==> src/rtl/if_prefetch_ahb.sv <==
// Instruction prefetch unit: single-outstanding AHB-Lite read master feeding a small
// instruction FIFO, with redirect flush and a halt on bus error.
module if_prefetch_ahb #(
  parameter logic [31:0] RESET_PC = 32'h0000_0000,
  parameter int          DEPTH    = 4
) (
  input  logic        clk,
  input  logic        reset,
  input  logic        if_en,
  input  logic        redirect,
  input  logic [31:0] redirect_pc,
  output logic [31:0] haddr,
  output logic [1:0]  htrans,
  output logic [2:0]  hsize,
  output logic        hwrite,
  input  logic        hready,
  input  logic [31:0] hrdata,
  input  logic        hresp,
  output logic        instr_valid,
  output logic [31:0] instr,
  output logic [31:0] instr_pc,
  output logic [31:0] pc_new,
  output logic        instr_fault
);

  localparam int PW = $clog2(DEPTH);
  localparam int CW = $clog2(DEPTH + 1);
  localparam logic [CW-1:0] FULL = CW'(DEPTH);
  localparam logic [1:0] TRANS_IDLE   = 2'b00;
  localparam logic [1:0] TRANS_NONSEQ = 2'b10;

  typedef enum logic [1:0] {IDLE, ADDR, DATA, HALT} state_t;

  state_t        state_reg, state_next;
  logic [31:0]   fetch_pc_reg, fetch_pc_next;
  logic [31:0]   addr_reg, addr_next;
  logic [31:0]   beat_pc_reg, beat_pc_next;
  logic          discard_reg, discard_next;
  logic [CW-1:0] count_reg;
  logic [PW-1:0] wr_ptr_reg, rd_ptr_reg;

  logic [31:0]   pc_mem    [DEPTH];
  logic [31:0]   data_mem  [DEPTH];
  logic          fault_mem [DEPTH];

  logic          push, pop, push_fault;
  logic [31:0]   push_data;
  logic [31:0]   redirect_target;

  assign redirect_target = redirect_pc & 32'hFFFF_FFFC;
  assign hsize  = 3'b010;
  assign hwrite = 1'b0;
  // haddr comes from its own register so a redirect during a stalled address
  // phase cannot disturb the address the slave is still sampling.
  assign haddr  = addr_reg;

  assign instr_valid = (count_reg != '0);
  assign pop         = if_en && instr_valid;
  assign instr       = instr_valid ? data_mem[rd_ptr_reg]  : 32'h0;
  assign instr_pc    = instr_valid ? pc_mem[rd_ptr_reg]    : 32'h0;
  assign instr_fault = instr_valid ? fault_mem[rd_ptr_reg] : 1'b0;
  assign pc_new      = instr_pc + 32'd4;

  always_comb begin
    state_next    = state_reg;
    fetch_pc_next = fetch_pc_reg;
    addr_next     = addr_reg;
    beat_pc_next  = beat_pc_reg;
    discard_next  = discard_reg;
    push          = 1'b0;
    push_fault    = 1'b0;
    push_data     = hrdata;
    htrans        = TRANS_IDLE;
    case (state_reg)
      IDLE: begin
        if (!redirect && count_reg != FULL) begin
          state_next = ADDR;
          addr_next  = fetch_pc_reg;
        end
      end
      ADDR: begin
        htrans = TRANS_NONSEQ;
        if (hready) begin
          beat_pc_next = addr_reg;
          state_next   = DATA;
          if (!discard_reg) fetch_pc_next = fetch_pc_reg + 32'd4;
        end
      end
      DATA: begin
        if (hready) begin
          discard_next = 1'b0;
          state_next   = IDLE;
          if (!discard_reg && !redirect) begin
            push = 1'b1;
            if (hresp) begin
              push_data  = 32'h0000_0013;
              push_fault = 1'b1;
              state_next = HALT;
            end
          end
        end
      end
      default: ;
    endcase
    // A redirect always wins the next fetch address; a beat still on the bus is
    // tagged so its response is dropped when it finally completes.
    if (redirect) begin
      fetch_pc_next = redirect_target;
      if (state_reg == HALT) state_next = IDLE;
      if (state_reg == ADDR || (state_reg == DATA && !hready)) discard_next = 1'b1;
    end
  end

  always_ff @(posedge clk or negedge reset) begin
    if (!reset) begin
      state_reg    <= IDLE;
      fetch_pc_reg <= RESET_PC;
      addr_reg     <= RESET_PC;
      beat_pc_reg  <= 32'h0;
      discard_reg  <= 1'b0;
      count_reg    <= '0;
      wr_ptr_reg   <= '0;
      rd_ptr_reg   <= '0;
    end else begin
      state_reg    <= state_next;
      fetch_pc_reg <= fetch_pc_next;
      addr_reg     <= addr_next;
      beat_pc_reg  <= beat_pc_next;
      discard_reg  <= discard_next;
      if (redirect) begin
        count_reg  <= '0;
        wr_ptr_reg <= '0;
        rd_ptr_reg <= '0;
      end else begin
        if (push) wr_ptr_reg <= wr_ptr_reg + 1'b1;
        if (pop)  rd_ptr_reg <= rd_ptr_reg + 1'b1;
        if (push && !pop)      count_reg <= count_reg + 1'b1;
        else if (!push && pop) count_reg <= count_reg - 1'b1;
      end
    end
  end

  always_ff @(posedge clk) begin
    if (push) begin
      pc_mem[wr_ptr_reg]    <= beat_pc_reg;
      data_mem[wr_ptr_reg]  <= push_data;
      fault_mem[wr_ptr_reg] <= push_fault;
    end
  end

endmodule

==> config.mk <==
export PLATFORM = sky130hd
export DESIGN_NAME = if_prefetch_ahb
export DESIGN_NICKNAME = d
export VERILOG_FILES = /design/src/rtl/if_prefetch_ahb.sv
export SDC_FILE = /design/constraint.sdc
export NUM_CORES = 1
export LEC_CHECK = 0
export CORE_MARGIN = 10
export CORE_UTILIZATION = 40
export CTS_BUF_LIST = sky130_fd_sc_hd__clkbuf_8 sky130_fd_sc_hd__clkbuf_16
export DETAILED_ROUTE_END_ITERATION = 10
export GPL_ROUTABILITY_DRIVEN = 0
export PLACE_DENSITY = 0.73
export RECOVER_POWER = 25
export REMOVE_ABC_BUFFERS = 1
export SLEW_MARGIN = 20
export SYNTH_ARGS = -nofsm -noshare
export SYNTH_HDL_FRONTEND = slang
export SYNTH_SLANG_ARGS = --single-unit
==> constraint.sdc <==
create_clock -name clk -period 3.3 [get_ports clk]
set_input_delay 0.825 -clock clk [delete_from_list [all_inputs] [get_ports clk]]
set_output_delay 0.825 -clock clk [all_outputs]
set_load 0.03 [all_outputs]
==> results of run 1 <==
## metal layers
metal  track usage, %  up-vias
met5                0        -
met4             5.01        0
met3             2.91       61
met2             27.3      263
met1             18.7     4731
li1                 -     4355
## final cells by class
type                       instances  area [um2]  area share [%]
clock buffer                      39         953            4.61
clock inverter                    27         165           0.798
sequential                       352       10100            48.7
inverter                          18        80.1           0.387
multi-input combinational        591        5510            26.6
timing repair buffer             311        3250            15.7
tap                              518         648            3.13
## what timing repair did
item / in CTS / in global routing
endpoints found under the hold margin: 0 / 0
gates cloned: 2 / 0
setup buffers: 18 / 14
pin swaps: 21 / 16
gates resized for setup: 249 / 72
endpoints found under the setup margin: 82 / 72
## worst max-delay path, cell delays in order, from the launching register on
cell and delay (ps):
sky130_fd_sc_hd__dfrtp_4 520, sky130_fd_sc_hd__buf_6 150, sky130_fd_sc_hd__clkinv_8 60, sky130_fd_sc_hd__buf_6 100, sky130_fd_sc_hd__mux4_2 530, sky130_fd_sc_hd__nor3_4 210, sky130_fd_sc_hd__buf_12 140, sky130_fd_sc_hd__nand3_4 130
sky130_fd_sc_hd__nor3b_4 260, sky130_fd_sc_hd__mux2_4 320, sky130_fd_sc_hd__buf_6 140
## cell usage in the layout (no fill, tap or decap), types with 13 or more instances in the layout
master,count
sky130_fd_sc_hd__and2_1,85
sky130_fd_sc_hd__buf_12,36
sky130_fd_sc_hd__buf_2,28
sky130_fd_sc_hd__buf_4,99
sky130_fd_sc_hd__buf_6,15
sky130_fd_sc_hd__clkbuf_16,39
sky130_fd_sc_hd__clkdlybuf4s15_2,13
sky130_fd_sc_hd__clkdlybuf4s50_1,97
sky130_fd_sc_hd__dfrtp_1,98
sky130_fd_sc_hd__edfxtp_1,252
sky130_fd_sc_hd__inv_1,29
sky130_fd_sc_hd__mux2_2,61
sky130_fd_sc_hd__mux4_2,69
sky130_fd_sc_hd__nand2_1,92
sky130_fd_sc_hd__nand3_1,17
sky130_fd_sc_hd__nor2_1,23
sky130_fd_sc_hd__o21ai_0,34
sky130_fd_sc_hd__xnor2_1,15
sky130_fd_sc_hd__xor2_1,28
## report_power, final
| group | switching (mW) | total [mW] | internal (mW) |
|---|---|---|---|
| sequential | 0.532 | 5.98 | 5.45 |
| clock | 1.64 | 3.81 | 2.18 |
| combinational | 4.48 | 8.47 | 4.00 |
| total | 6.65 | 18.3 | 11.6 |
## cell families (layout without fill, tap and decap cells)
group | count (synthesis) | count (layout)
flip-flops | 352 | 352
other | 2 | 11
multiplexers | 138 | 138
AND/OR/NAND/NOR | 319 | 319
buffers and inverters | 83 | 395
XOR/XNOR | 55 | 55
AO/OA/AOI/OAI | 61 | 61
adder cells (fa/ha/maj) | 7 | 7
## metrics by stage
step / power (mW) / hold slack (ps) / utilization, % / instance area [um2] / std cells
after floorplan: 10.2 / 468 / - / 15200 / 961
after global placement: 14.0 / 485 / 48.9 / 18900 / 1757
after detailed placement: 14.1 / 500 / 48.9 / 18900 / 1757
after CTS: 18.4 / 412 / 53.2 / 20500 / 1843
after global routing: 19.1 / 526 / 53.6 / 20700 / 1856
final: 18.3 / 499 / 53.6 / 20700 / 1856
## path summary, 6_finish.rpt
| check | startpoint | endpoint | slack, ps | depth (start not counted) |
|---|---|---|---|---|
| max | rd_ptr_reg[0] | pc_new[20] | -620 | 10 |
| min | beat_pc_reg[27] | pc_mem[2][27] | 500 | 0 |
| max reg2reg | state_reg[1] | count_reg[2] | 770 | 9 |
| min reg2reg | beat_pc_reg[27] | pc_mem[2][27] | 500 | 0 |
| max in group asynchronous | reset | haddr[26] | 870 | 2 |
| min in group asynchronous | reset | count_reg[1] | 670 | 1 |
==> results_tabular.tex, run 1 <==
\begin{tabular}{lr}
\hline
Metric & Value \\
\hline
\multicolumn{2}{l}{\textbf{CTS}} \\
\quad CTS tree & built \\
\quad Hold\_buf cts & 0 \\
\quad Clock latency at the later pin of the worst-skew pair & between 500 and 600 ps \\
\quad Htree depth & 2 \\
\quad Worst-case clock buffer depth & 3 \\
\quad Clock-pin slew of the registers on the worst-case setup and hold paths & 60 ps \\
\quad Number of buffers created by CTS & 37 \\
\quad Clock Tree Root & sky130\_fd\_sc\_hd\_\_clkbuf\_16 \\
\quad Sinks on Clock Net & 352 \\
\multicolumn{2}{l}{\textbf{Timing}} \\
\quad \# setup viols final & 30 \\
\quad Fin. Hold Viols & 0 \\
\quad Max Clock Skew & 15.7 ps \\
\quad Part of the cycle the worst path needs & 119\% \\
\quad Worst-Margin Slew & 1540 ps \\
\quad Maximum achievable frequency & 255 MHz \\
\quad Setup slack after layout & -619 ps \\
\quad Minimum period implied by the final worst setup slack & roughly 3900 ps \\
\quad Final max-slew violation count & 60 \\
\quad RSZ-0062 raised after global routing & true \\
\quad Post-route setup TNS & -12,680 ps \\
\quad Relative max-transition margin & -2.82\% \\
\multicolumn{2}{l}{\textbf{Synthesis}} \\
\quad Post-synthesis simple-gate area fraction & 11.2\% \\
\quad Most numerous cell in the Yosys netlist & sky130\_fd\_sc\_hd\_\_edfxtp\_1 \\
\quad Ys Warns & 0 \\
\quad Post-synthesis share of cell area spent on full adders, half adders and majority gates & 0.612\% \\
\quad Async set-reset flop share out of synthesis & 28.4\% \\
\quad Post-Synthesis Cells & 1,017 \\
\quad Area share of the leading cell type in the synthesized netlist & 48.7\% \\
\quad Number of flops mapped to enable cells by yosys & 252 \\
\quad Commonest register cell after synthesis & sky130\_fd\_sc\_hd\_\_edfxtp\_1 \\
\quad Share of synthesized area occupied by flip-flops and latches & 64.8\% \\
\quad Number of storage elements in the synthesis netlist & $\sim$350 \\
\quad Fraction of the mapped netlist area in compound gates & 2.37\% \\
\quad Multiplexer fraction of the synthesized cell area & 15.2\% \\
\quad Leading cell types by total area after synthesis & sky130\_fd\_sc\_hd\_\_edfxtp\_1 49\%, sky130\_fd\_sc\_hd\_\_dfrtp\_1 16\%, sky130\_fd\_sc\_hd\_\_mux4\_2 9.3\% \\
\quad Most numerous cell types in the synthesized netlist & 252 x sky130\_fd\_sc\_hd\_\_edfxtp\_1, 100 x sky130\_fd\_sc\_hd\_\_dfrtp\_1, 97 x sky130\_fd\_sc\_hd\_\_and2\_1, 97 x sky130\_fd\_sc\_hd\_\_nand2\_1, 64 x sky130\_fd\_sc\_hd\_\_mux4\_2 \\
\quad Post-synthesis instance area & 15,500 um2 \\
\quad Synth Area per Inst & 15.3 um2 \\
\quad Dominant combinational cell family by area after synthesis & multiplexers \\
\quad Xor/xnor share of the synthesized area & under 10\% \\
\quad Leading area contributor after synthesis & sky130\_fd\_sc\_hd\_\_edfxtp\_1 \\
\quad Yosys cell types & between 60 and 70 \\
\multicolumn{2}{l}{\textbf{Run status}} \\
\quad Result of the run & finished, violations left \\
\quad Violations in the final reports & capacitance limit, slew limit, setup timing \\
\multicolumn{2}{l}{\textbf{Placed design}} \\
\quad Number of input and output port buffers inserted & 192 \\
\quad Detail Placement HPWL & 26.3 mm \\
\quad Pre-CTS WS & -262 ps \\
\multicolumn{2}{l}{\textbf{Global route}} \\
\quad Residual overflow from global routing & 0 \\
\quad First-pass GRT wire length & 57.3 mm \\
\quad Global routing usage summed across all routing layers & 15.4\% \\
\quad Largest net degree at the start of global routing & 60 \\
\quad Number of global-route vias before repair & 9,950 \\
\quad Initial antenna violation count & 1 \\
\multicolumn{2}{l}{\textbf{Layout}} \\
\quad Flip-flop count of the largest register, all copies and words added & around 130 \\
\quad Antenna diodes & 0 \\
\quad Fraction of final layout cells sized beyond drive strength 1 & 34.9\% \\
\quad Top Registers & data\_mem (128), pc\_mem (120) \\
\quad Top reg by flops & data\_mem \\
\quad Area Overhead vs Synth & 33.1\% \\
\quad Fillers & 3,169 \\
\quad Number of nets in the final layout & 1,388 \\
\multicolumn{2}{l}{\textbf{Drt}} \\
\quad Routed metal-1 wirelength & 15.2 mm \\
\quad Drt via density & 5.07 \\
\quad Length of the first detailed-routing pass in iterations & 4 \\
\quad DR DRC count & 0 \\
\quad Average wire per standard cell & 20.1 um \\
\quad Number of vias after detailed routing & 9,410 \\
\quad Wire length on met2 & $\sim$19 mm \\
\quad Final wirelength & between 30 and 40 mm \\
\quad Detailed router's first-iteration violation count & 393 \\
\quad Uppermost layer routed & met4 \\
\quad Remaining number of nets flagged by the antenna check after routing & 0 \\
\quad Met3 layer wire length in the routed design & 2.00 mm \\
\multicolumn{2}{l}{\textbf{Power}} \\
\quad Static leakage power & 7.77 nW \\
\quad VDD IR max & 0.494 mV \\
\quad Cell Pwr Density & slightly below 900 nW/um2 \\
\multicolumn{2}{l}{\textbf{Die}} \\
\quad Die Width & 217 um \\
\quad Top Ports & 206 \\
\quad Row count & 72 \\
\quad Vert. Die Dim & 217 um \\
\quad Area of the core region & 38,600 um2 \\
\quad Starting utilization of the core area & 40.3\% \\
\quad Die area & 47,100 um2 \\
\multicolumn{2}{l}{\textbf{Flow run}} \\
\quad Max-cap check violation count & 1 \\
\multicolumn{2}{l}{\textbf{Critical path}} \\
\quad Crit Path Category & reg -> out \\
\quad Crit path max fanout & 6 \\
\quad CP Capture Type & output pin \\
\quad Crit path required time & 2470 ps \\
\quad Endpoint arrival time on the critical path & 3090 ps \\
\quad Kind of start point of the critical path & flop \\
\multicolumn{2}{l}{\textbf{Min path}} \\
\quad Hold Crit Class & reg -> reg \\
\hline
\end{tabular}
Power figures use the tool's default switching activity.
==> run 2, diff against run 1 <==
--- a/config.mk
+++ b/config.mk
@@ -8,6 +8,7 @@
 export CORE_MARGIN = 10
 export CORE_UTILIZATION = 40
 export CTS_BUF_LIST = sky130_fd_sc_hd__clkbuf_8 sky130_fd_sc_hd__clkbuf_16
+export CTS_CLUSTER_SIZE = 24
 export DETAILED_ROUTE_END_ITERATION = 10
 export GPL_ROUTABILITY_DRIVEN = 0
 export PLACE_DENSITY = 0.73
==> results of run 2 <==
Same layout as run 1: the final DEF is identical, and so are final timing and power.
==> run 3, diff against run 2 <==
--- a/config.mk
+++ b/config.mk
@@ -5,6 +5,8 @@
 export SDC_FILE = /design/constraint.sdc
 export NUM_CORES = 1
 export LEC_CHECK = 0
+export ABC_CLOCK_PERIOD_IN_PS = 3300
+export CORE_ASPECT_RATIO = 0.9
 export CORE_MARGIN = 10
 export CORE_UTILIZATION = 40
 export CTS_BUF_LIST = sky130_fd_sc_hd__clkbuf_8 sky130_fd_sc_hd__clkbuf_16
==> constraint.sdc (replaced) <==
create_clock -name clk -period 3.3 [get_ports clk]
set_input_delay 0.66 -clock clk [delete_from_list [all_inputs] [get_ports clk]]
set_output_delay 0.66 -clock clk [all_outputs]
set_load 0.03 [all_outputs]
==> results_tabular.tex, run 3 (synthesized netlist as in run 1, its figures left out) <==
\begin{tabular}{lr}
\hline
Metric & Value \\
\hline
\multicolumn{2}{l}{\textbf{Run status}} \\
\quad Result of the run & finished, violations left \\
\quad Violations in the final reports & capacitance limit, slew limit, setup timing \\
\multicolumn{2}{l}{\textbf{Timing}} \\
\quad \# setup viols final & 26 \\
\quad Worst-Margin Slew & 2170 ps \\
\quad Part of the cycle the worst path needs & 118\% \\
\quad Relative max-transition margin & -44.6\% \\
\quad Worst hold slack & a little over 500 ps \\
\quad Max Clock Skew & $\sim$37 ps \\
\quad Fin. Hold Viols & 0 \\
\quad Minimum period implied by the final worst setup slack & roughly 3900 ps \\
\quad RSZ-0062 raised after global routing & true \\
\quad Setup slack after layout & -580 ps \\
\quad Maximum achievable frequency & $\sim$260 MHz \\
\quad Final max-slew violation count & 39 \\
\quad Post-route setup TNS & -9850 ps \\
\multicolumn{2}{l}{\textbf{Critical path}} \\
\quad Crit path max fanout & 5 \\
\quad Worst flop-to-flop path endpoint & count\_reg[2] \\
\quad Kind of start point of the critical path & flop \\
\quad Endpoint arrival time on the critical path & about 3200 ps \\
\quad Crit Path Category & reg -> out \\
\quad CP Capture Type & output pin \\
\quad Crit path required time & 2640 ps \\
\quad Reg2reg setup slack & 550 ps \\
\quad Register-to-Register Path Depth & 9 \\
\quad RR Startpoint & state\_reg[1] \\
\multicolumn{2}{l}{\textbf{CTS}} \\
\quad Worst-case clock buffer depth & 3 \\
\quad Htree depth & 2 \\
\quad Hold\_buf cts & 0 \\
\quad Sinks on Clock Net & about 350 \\
\quad Clock-pin slew of the registers on the worst-case setup and hold paths & 60 ps \\
\quad Clock Tree Root & sky130\_fd\_sc\_hd\_\_clkbuf\_16 \\
\quad Number of buffers created by CTS & 39 \\
\quad Clock latency at the later pin of the worst-skew pair & 540 ps \\
\quad CTS tree & built \\
\multicolumn{2}{l}{\textbf{Drt}} \\
\quad Number of vias after detailed routing & between 9,000 and 10,000 \\
\quad Drt via density & 5.18 \\
\quad Average wire per standard cell & 21.5 um \\
\quad Remaining number of nets flagged by the antenna check after routing & 0 \\
\quad Final wirelength & 40.0 mm \\
\quad Detailed router's first-iteration violation count & about 810 \\
\quad DR DRC count & 0 \\
\quad Length of the first detailed-routing pass in iterations & 7 \\
\multicolumn{2}{l}{\textbf{Min path}} \\
\quad Source of the worst hold timing path & beat\_pc\_reg[8] \\
\quad Worst Hold Path EP & pc\_mem[3][8] \\
\quad Hold Crit Class & reg -> reg \\
\quad Cells on Worst Hold Path & 0 \\
\multicolumn{2}{l}{\textbf{Power}} \\
\quad Power Internal & 12.0 mW \\
\quad Post-layout power & 18.8 mW \\
\quad Switching share of power & 36.3\% \\
\quad Proportion of power drawn by flip-flops and latches & between 30\% and 40\% \\
\quad Static leakage power & around 7.9 nW \\
\quad Cell Pwr Density & between 800 and 900 nW/um2 \\
\quad Power share of the clock group & 23.8\% \\
\quad Power share of the combinational group & 44.6\% \\
\quad Switching power of the nets & 6.84 mW \\
\quad VDD IR max & 0.839 mV \\
\multicolumn{2}{l}{\textbf{Layout}} \\
\quad Top reg by flops & data\_mem \\
\quad Top Registers & data\_mem (128), pc\_mem (120) \\
\quad Total non-filler cell area in the finished layout & between 20,000 and 25,000 um2 \\
\quad Most frequent standard cell in the layout excluding fill and tap cells & sky130\_fd\_sc\_hd\_\_edfxtp\_1 \\
\quad Antenna diodes & 0 \\
\quad Fraction of final layout cells sized beyond drive strength 1 & 33.2\% \\
\quad Most used cells in the layout excluding fill and tap cells & 252 x sky130\_fd\_sc\_hd\_\_edfxtp\_1, 105 x sky130\_fd\_sc\_hd\_\_buf\_4, 98 x sky130\_fd\_sc\_hd\_\_dfrtp\_1 \\
\quad Flip-flop count of the largest register, all copies and words added & 128 \\
\quad Area Overhead vs Synth & 35.2\% \\
\quad Number of nets in the final layout & 1,384 \\
\multicolumn{2}{l}{\textbf{Global route}} \\
\quad Largest net degree at the start of global routing & 64 \\
\quad Initial antenna violation count & 2 \\
\quad First-pass GRT wire length & 60.7 mm \\
\quad Number of global-route vias before repair & 9,858 \\
\quad Global routing usage summed across all routing layers & 16.5\% \\
\quad Residual overflow from global routing & 0 \\
\multicolumn{2}{l}{\textbf{Die}} \\
\quad Vert. Die Dim & between 200 and 250 um \\
\quad Die area & 47,200 um2 \\
\quad Starting utilization of the core area & 40.5\% \\
\quad Top Ports & 206 \\
\quad Die Width & 228 um \\
\quad Area of the core region & 38,400 um2 \\
\quad Row count & 68 \\
\multicolumn{2}{l}{\textbf{Flow run}} \\
\quad Max-cap check violation count & 1 \\
\multicolumn{2}{l}{\textbf{Placed design}} \\
\quad Detail Placement HPWL & 27.8 mm \\
\quad Number of input and output port buffers inserted & between 150 and 200 \\
\quad Post-detailed-placement cell area & $\sim$19,000 um2 \\
\hline
\end{tabular}
-- run 3: changes by cell type in the layout (fill, tap and decap cells not counted), sizes merged --
| cell | change |
|---|---|
| clkbuf | -4 |
| clkdlybuf4s15 | -13 |
| clkinvlp | +3 |
| inv | -5 |
| dlygate4sd2 | +27 |
| buf | -12 |
| bufinv | +6 |
| clkinv | -1 |
| bufbuf | -2 |
| dlymetal6s2s | -1 |
-- run 3: worst max-delay path, cell delays in order (launching register included) --
cell and delay [ps]:
sky130_fd_sc_hd__dfrtp_4 520, sky130_fd_sc_hd__buf_12 160, sky130_fd_sc_hd__buf_4 130, sky130_fd_sc_hd__mux4_2 460, sky130_fd_sc_hd__buf_6 140, sky130_fd_sc_hd__and4bb_2 340, sky130_fd_sc_hd__nand3_4 140, sky130_fd_sc_hd__buf_4 190
sky130_fd_sc_hd__nor3_4 110, sky130_fd_sc_hd__mux2_4 340, sky130_fd_sc_hd__buf_6 150
-- run 3: what timing repair did --
action | CTS | global route
cloned | 1 | 0
endpoints found under the hold margin | 0 | 0
setup buffers | 18 | 15
endpoints found under the setup margin | 62 | 56
pin swaps | 17 | 22
gates resized for setup | 127 | 50
-- run 3: worst max path at each step --
stage,from,to,slack (ps)
detailed placement,rd_ptr_reg[0],pc_new[30],-240
global placement,rd_ptr_reg[0],pc_new[16],-130
finish,rd_ptr_reg[0],pc_new[24],-580
floorplan,rd_ptr_reg[0],pc_new[16],-2890
CTS,rd_ptr_reg[0],pc_new[31],-590
global route,rd_ptr_reg[0],pc_new[24],-670
-- run 3: final cells by class --
| class | count | area (um2) |
|---|---|---|
| Fill cell | 3016 | 17400 |
| Sequential cell | 352 | 10100 |
| Multi-Input combinational cell | 591 | 5650 |
| Timing Repair Buffer | 305 | 3220 |
| Clock buffer | 40 | 990 |
| Tap cell | 525 | 657 |
| Clock inverter | 30 | 344 |
| Inverter | 18 | 77.6 |
-- run 3: through the flow --
step           instances  setup slack [ps]  utilization (%)
6_report            1861              -580             54.8
5_1_grt             1861              -666             54.8
3_5_place_dp        1760              -240             48.9
3_3_place_gp        1760              -134             48.9
2_1_floorplan        961             -2890                -
4_1_cts             1849              -588             53.9
-- run 3: per-layer routing --
layer / part of all wire [%] / vias up / track usage (%)
met4: 2.1 / 2 / 4.70
met5: 0.15 / - / 0.936
met2: 48 / 341 / 26.0
met3: 7.4 / 53 / 4.08
met1: 42 / 4895 / 22.1
li1: - / 4343 / -
-- run 3: power groups by stage --
stage	logic, mW	registers, mW	clock network [mW]
CTS	8.36	5.97	4.55
global placement	7.94	6.01	0
finish	8.40	5.96	4.48
global route	8.89	6.05	4.75
detailed placement	8.01	6.05	0
floorplan	3.77	6.42	0
==> variant 1 (flow settings as in run 3) <==
Put a register stage on the output `instr_fault`, without a reset. The value now appears one clock later. The other outputs are not delayed to match.
--- a/src/rtl/if_prefetch_ahb.sv
+++ b/src/rtl/if_prefetch_ahb.sv
@@ -58,7 +58,9 @@
   assign pop         = if_en && instr_valid;
   assign instr       = instr_valid ? data_mem[rd_ptr_reg]  : 32'h0;
   assign instr_pc    = instr_valid ? pc_mem[rd_ptr_reg]    : 32'h0;
-  assign instr_fault = instr_valid ? fault_mem[rd_ptr_reg] : 1'b0;
+  always_ff @(posedge clk) begin
+    instr_fault <= instr_valid ? fault_mem[rd_ptr_reg] : 1'b0;
+  end
   assign pc_new      = instr_pc + 32'd4;
 
   always_comb begin
Function: changed (Yosys sat finds a counterexample within 4 cycles, from zero or initial values and one cycle with reset low).
==> variant 1 against run 3 <==
The run still ends with max-capacitance violations, max-slew violations, negative setup slack left. Critical path depth rose by 2. Hold slack got worse by 0.0054 ns. Synthesized area rose by 0.76%. Wire length fell by 7.1%. Sequential cell count rose by 1. Sequential share of layout area rose by 1.1 points. Non-clock buffer count fell by 25. Cell area fell by 2.0%. First-iteration DRC count fell by 24%. Die area rose by 0.69%. Power fell by 8.7%. Worst setup slack got worse by 0.12 ns. Critical endpoint unchanged.
==> variant 1: results (changes against run 3) <==
stage,metric,value,unit,change
sta,setup_ws,-0.700,ns,-0.120 ns
synth,yosys.area_share.adder,0.00607,,-0.0000459
critical_path,critical_path.top_delay_family,simple AND/OR/NAND/NOR gates,,
finish,inv_count,15,,-3
sta,setup_tns,-10.43,ns,-0.574 ns
drt,wl_met1,15900,microns,-6.4%
sta,finalSetupViolations,24,,-7.7%
grt,grt_first_pass_wirelength,58000,microns,-4.4%
drt,top_layer,met4,,
placement,placed_cells,1775,,+0.85%
grt,antenna_found_initial,0,,-2
finish,fill_cells,3162,,+4.8%
grt,grt_pass1_vias,10200,,+3.7%
synth,synth_compound_area_frac,0.0288,,+0.00509
finish,seqCellArea,10100,sq um,+0.20%
finish,fin_nets,1381,,-0.22%
critical_path,reg2reg_depth,6,,-3
sta,relSlewSlack,-0.712,,-0.265
grt,grt_max_degree,69,,+7.8%
sta,fin_worst_skew,0.0160,ns,-0.0212 ns
power,leakagePower,7.90,nW,+0.42%
synth,synth_area_leaders,"edfxtp_1 48%, dfrtp_1 16%, mux4_2 8.5%",,
synth,ys_types,60,,-9.1%
finish,buffers,280,,-8.2%
run_status,violations,"max-capacitance violations, max-slew violations, negative setup slack",,
power,p_comb,7.18,mW,-15%
critical_path,worstPathArrival,3.34,ns,+0.12 ns
sta,maxSlewViolCount,49,,+26%
synth,ys_ff_latch,353,,+0.28%
synth,ys_seq_area_frac,0.644,,-0.00359
power,switchingPower,6.11,mW,-11%
run_status,status,"complete, but fails checks",,
placement,dp_hpwl,25700,microns,-7.5%
synth,synthMuxAreaShare,0.145,,-0.00625
synth,synth_xor_area_frac,0.0330,,+0.00200
drt,dr_total_vias,9540,,-0.98%
job,cap_violations,1,,unchanged
finish,clock_area_frac,0.0581,,-0.00536
drt,avgRoutedWirePerCell,20.0,microns,-7.0%
synth,ys_async_sr_fraction,0.283,,-0.000805
min_path,hold_end,pc_mem[3][24],,
grt,use_met3,0.0291,,-0.0117
min_path,min-delay-start,beat_pc_reg[24],,
critical_path,crit_fanout,7,,+2
## variant 1: cell count changes after synthesis, sizes merged, moves of 5 or more
cell    change
o21ai       +9
nand2       -8
and2        -6
nand3       +6
nor2        +6
nand3b      +5
## variant 1: cells by family after synthesis
family,after synthesis
flops,353
simple gates,329
mux,135
buf+inv,81
compound gates,75
xor+xnor,59
fa+ha+maj,7
other cells,2
## variant 1: through the flow
step	power (mW)	cell area (sq um)	hold WS, ns	utilization	setup slack, ns
5_1_grt	18.0	20600	0.535	0.534	-0.794
3_5_place_dp	13.1	18800	0.503	0.489	-0.297
4_1_cts	17.4	20300	0.121	0.527	-0.749
6_report	17.2	20600	0.506	0.534	-0.700
3_3_place_gp	13.0	18800	0.486	0.489	-0.272
2_1_floorplan	9.68	15300	0.364	-	-3.99
## variant 1: repair_timing
action | in CTS | in global routing
setup endpoints to repair | 67 | 70
buffers inserted | 6 | 7
pin swaps | 12 | 19
gates cloned | 1 | 1
hold buffers | 0 | 0
resized for setup | 49 | 57
==> variant 2 (config.mk and constraints of run 3) <==
Without the edit above. The parameter `DEPTH` goes from 4 to 2.
--- a/src/rtl/if_prefetch_ahb.sv
+++ b/src/rtl/if_prefetch_ahb.sv
@@ -2,7 +2,7 @@
 // instruction FIFO, with redirect flush and a halt on bus error.
 module if_prefetch_ahb #(
   parameter logic [31:0] RESET_PC = 32'h0000_0000,
-  parameter int          DEPTH    = 4
+  parameter int          DEPTH    = 2
 ) (
   input  logic        clk,
   input  logic        reset,
Formal check against the unedited RTL: no difference found for any inputs over 4 cycles, from zero or initial values and one cycle with reset low; that may be too few to reach the edited logic, so the function may still have changed.
==> variant 2 against run 3 <==
Sequential cell count shrank 129. Register-to-register slack improved by 0.43 ns. Worst setup slack better by 0.41 ns. Cell area fell by 33%. Largest power group is now registers. Synthesized area decreased by 36%. Maximum frequency is 12% higher. First-iteration DRC count down 52%. Critical path depth fell by 2. Sequential power shrank 34%. Wire length is 36% lower. Global-route usage is 1.1 points lower. Count of clock-buffer cells in the layout fell by 14. The flow still finishes with violations (max-capacitance violations, max-slew violations, negative setup slack). Power decreased by 54%.
==> variant 2: results (changes against run 3) <==
stage,metric,value,unit,change
run_status,violations,"max-capacitance violations, max-slew violations, negative setup slack",,
grt,grt_first_pass_wirelength,38800,microns,-36%
power,swShare,0.302,,-0.0607
grt,antenna_found_initial,0,,-2
placement,dp_hpwl,17700,microns,-36%
finish,fin_nets,1084,,-22%
cts,cts.htree.levels,1,,-1
critical_path,crit_fanout,7,,+2
power,leakagePower,5.44,nW,-31%
drt,viasPerCell,4.92,,-5.0%
synth,ys_top_cells_by_count,"126 x edfxtp_1, 97 x dfrtp_1, 81 x nor2_1",,
sta,finalSetupViolations,18,,-31%
synth,ys_types,46,,-30%
drt,drt_iter0_markers,390,,-52%
sta,setup_ws,-0.166,ns,+0.413 ns
grt,grt_util_all_layers,0.153,,-0.0113
sta,fin_worst_skew,0.0114,ns,-0.0258 ns
placement,post-place-ws,0.0890,ns,+0.329 ns
placement,postPlaceCellArea,12600,sq um,-33%
synth,ys_seq_area_frac,0.622,,-0.0256
power,vdd_drop_max,0.419,mV,-50%
sta,maxSlewViolCount,39,,unchanged
finish,top_regs,"data_mem: 64 flops, pc_mem: 60 flops",,
synth,synth_area_leaders,"edfxtp_1 38%, dfrtp_1 24%, mux2_2 7.0%",,
job,cap_violations,1,,unchanged
cts,clock_latency,0.51,ns,-0.03 ns
synth,synth_edf_count,126,,-50%
drt,dr.pass1.iters,4,,-3
grt,grt_pass1_vias,6738,,-32%
synth,ys_async_sr_fraction,0.435,,+0.151
drt,avgRoutedWirePerCell,18.7,microns,-13%
run_status,status,"complete, but fails checks",,
cts,numCtsBuffers,25,,-36%
sta,relSlewSlack,-0.363,,+0.0837
[variant 2: changes by cell type after synthesis, sizes merged, moves of 8 or more]
cell,change
nand2,-45
edfxtp,-126
inv,-9
mux2i,+58
xnor2,+8
nand3,+10
and2,-64
clkbuf,-13
nor2,+50
mux4,-70
[variant 2: repair_timing]
action,CTS,global route
resized for setup,71,33
hold endpoints to repair,0,0
endpoints found under the setup margin,68,32
pin swaps,21,16
hold buffers,0,0
setup buffers,19,15
[variant 2: layer usage]
layer / routed length [microns] / up-vias / global-route usage
li1: - / 3207 / -
met1: 10600 / 3261 / 0.193
met2: 12600 / 216 / 0.259
met3: 1720 / 37 / 0.0356
met4: 583 / 0 / 0.0476
met5: 0 / - / 0
[variant 2: kinds of logic (layout without fill, tap and decap cells)]
group / count (synthesis) / after routing / share of synthesized area
other: 2 / 11 / 0.000752
DFF: 223 / 223 / 0.622
xor gates and xnor gates: 60 / 60 / 0.0526
muxes: 125 / 125 / 0.133
AOI/OAI and AO/OA: 46 / 46 / 0.0268
buffers and inverters: 57 / 309 / 0.0307
and+or+nand+nor: 255 / 255 / 0.131
adders and majority gates: 2 / 2 / 0.00251
[variant 2: worst paths after layout]
kind,start,end,slack (ns),cells past startpoint
max,rd_ptr_reg,pc_new[27],-0.17,8
max in group asynchronous,reset,beat_pc_reg[15],0.69,2
min,beat_pc_reg[30],pc_mem[0][30],0.46,0
min reg2reg,beat_pc_reg[30],pc_mem[0][30],0.46,0
min in group asynchronous,reset,discard_reg,0.73,1
max reg2reg,fetch_pc_reg[5],fetch_pc_reg[31],0.98,6
[variant 2: power by group through the flow]
stage,Clock (mW),Sequential (mW),Combinational [mW]
6_report,2.56,3.94,2.17
5_1_grt,2.75,4.01,2.32
4_1_cts,2.63,3.94,2.19
3_5_place_dp,0,4.00,2.15
3_3_place_gp,0,3.96,2.10
2_1_floorplan,0,4.20,0.917
[variant 2: through the flow]
stage	std cells	setup TNS, ns	power [mW]
final	1367	-1.62	8.67
after global routing	1367	-4.01	9.08
after CTS	1352	-2.46	8.76
after detailed placement	1288	0	6.14
after global placement	1288	0	6.07
after floorplan	731	-196.01	5.12
[variant 2: critical path, cell delays in order, from the launching register on]
cell	delay, ns
dfrtp_4	0.53
buf_12	0.16
nand3b_1	0.20
a211oi_4	0.30
nand4_4	0.19
or2_4	0.29
nor4_4	0.25
xor2_2	0.22
buf_12	0.15
[variant 2: cell type report]
class / count / area, sq um / share of cell area
repair buffers: 254 / 2700 / 0.192
clock buffers: 26 / 639 / 0.0455
flip-flops and latches: 223 / 6210 / 0.442
well taps: 336 / 420 / 0.0299
inverters: 9 / 38.8 / 0.00276
clock inverters: 20 / 128 / 0.00907
multi-input cells: 499 / 3930 / 0.279
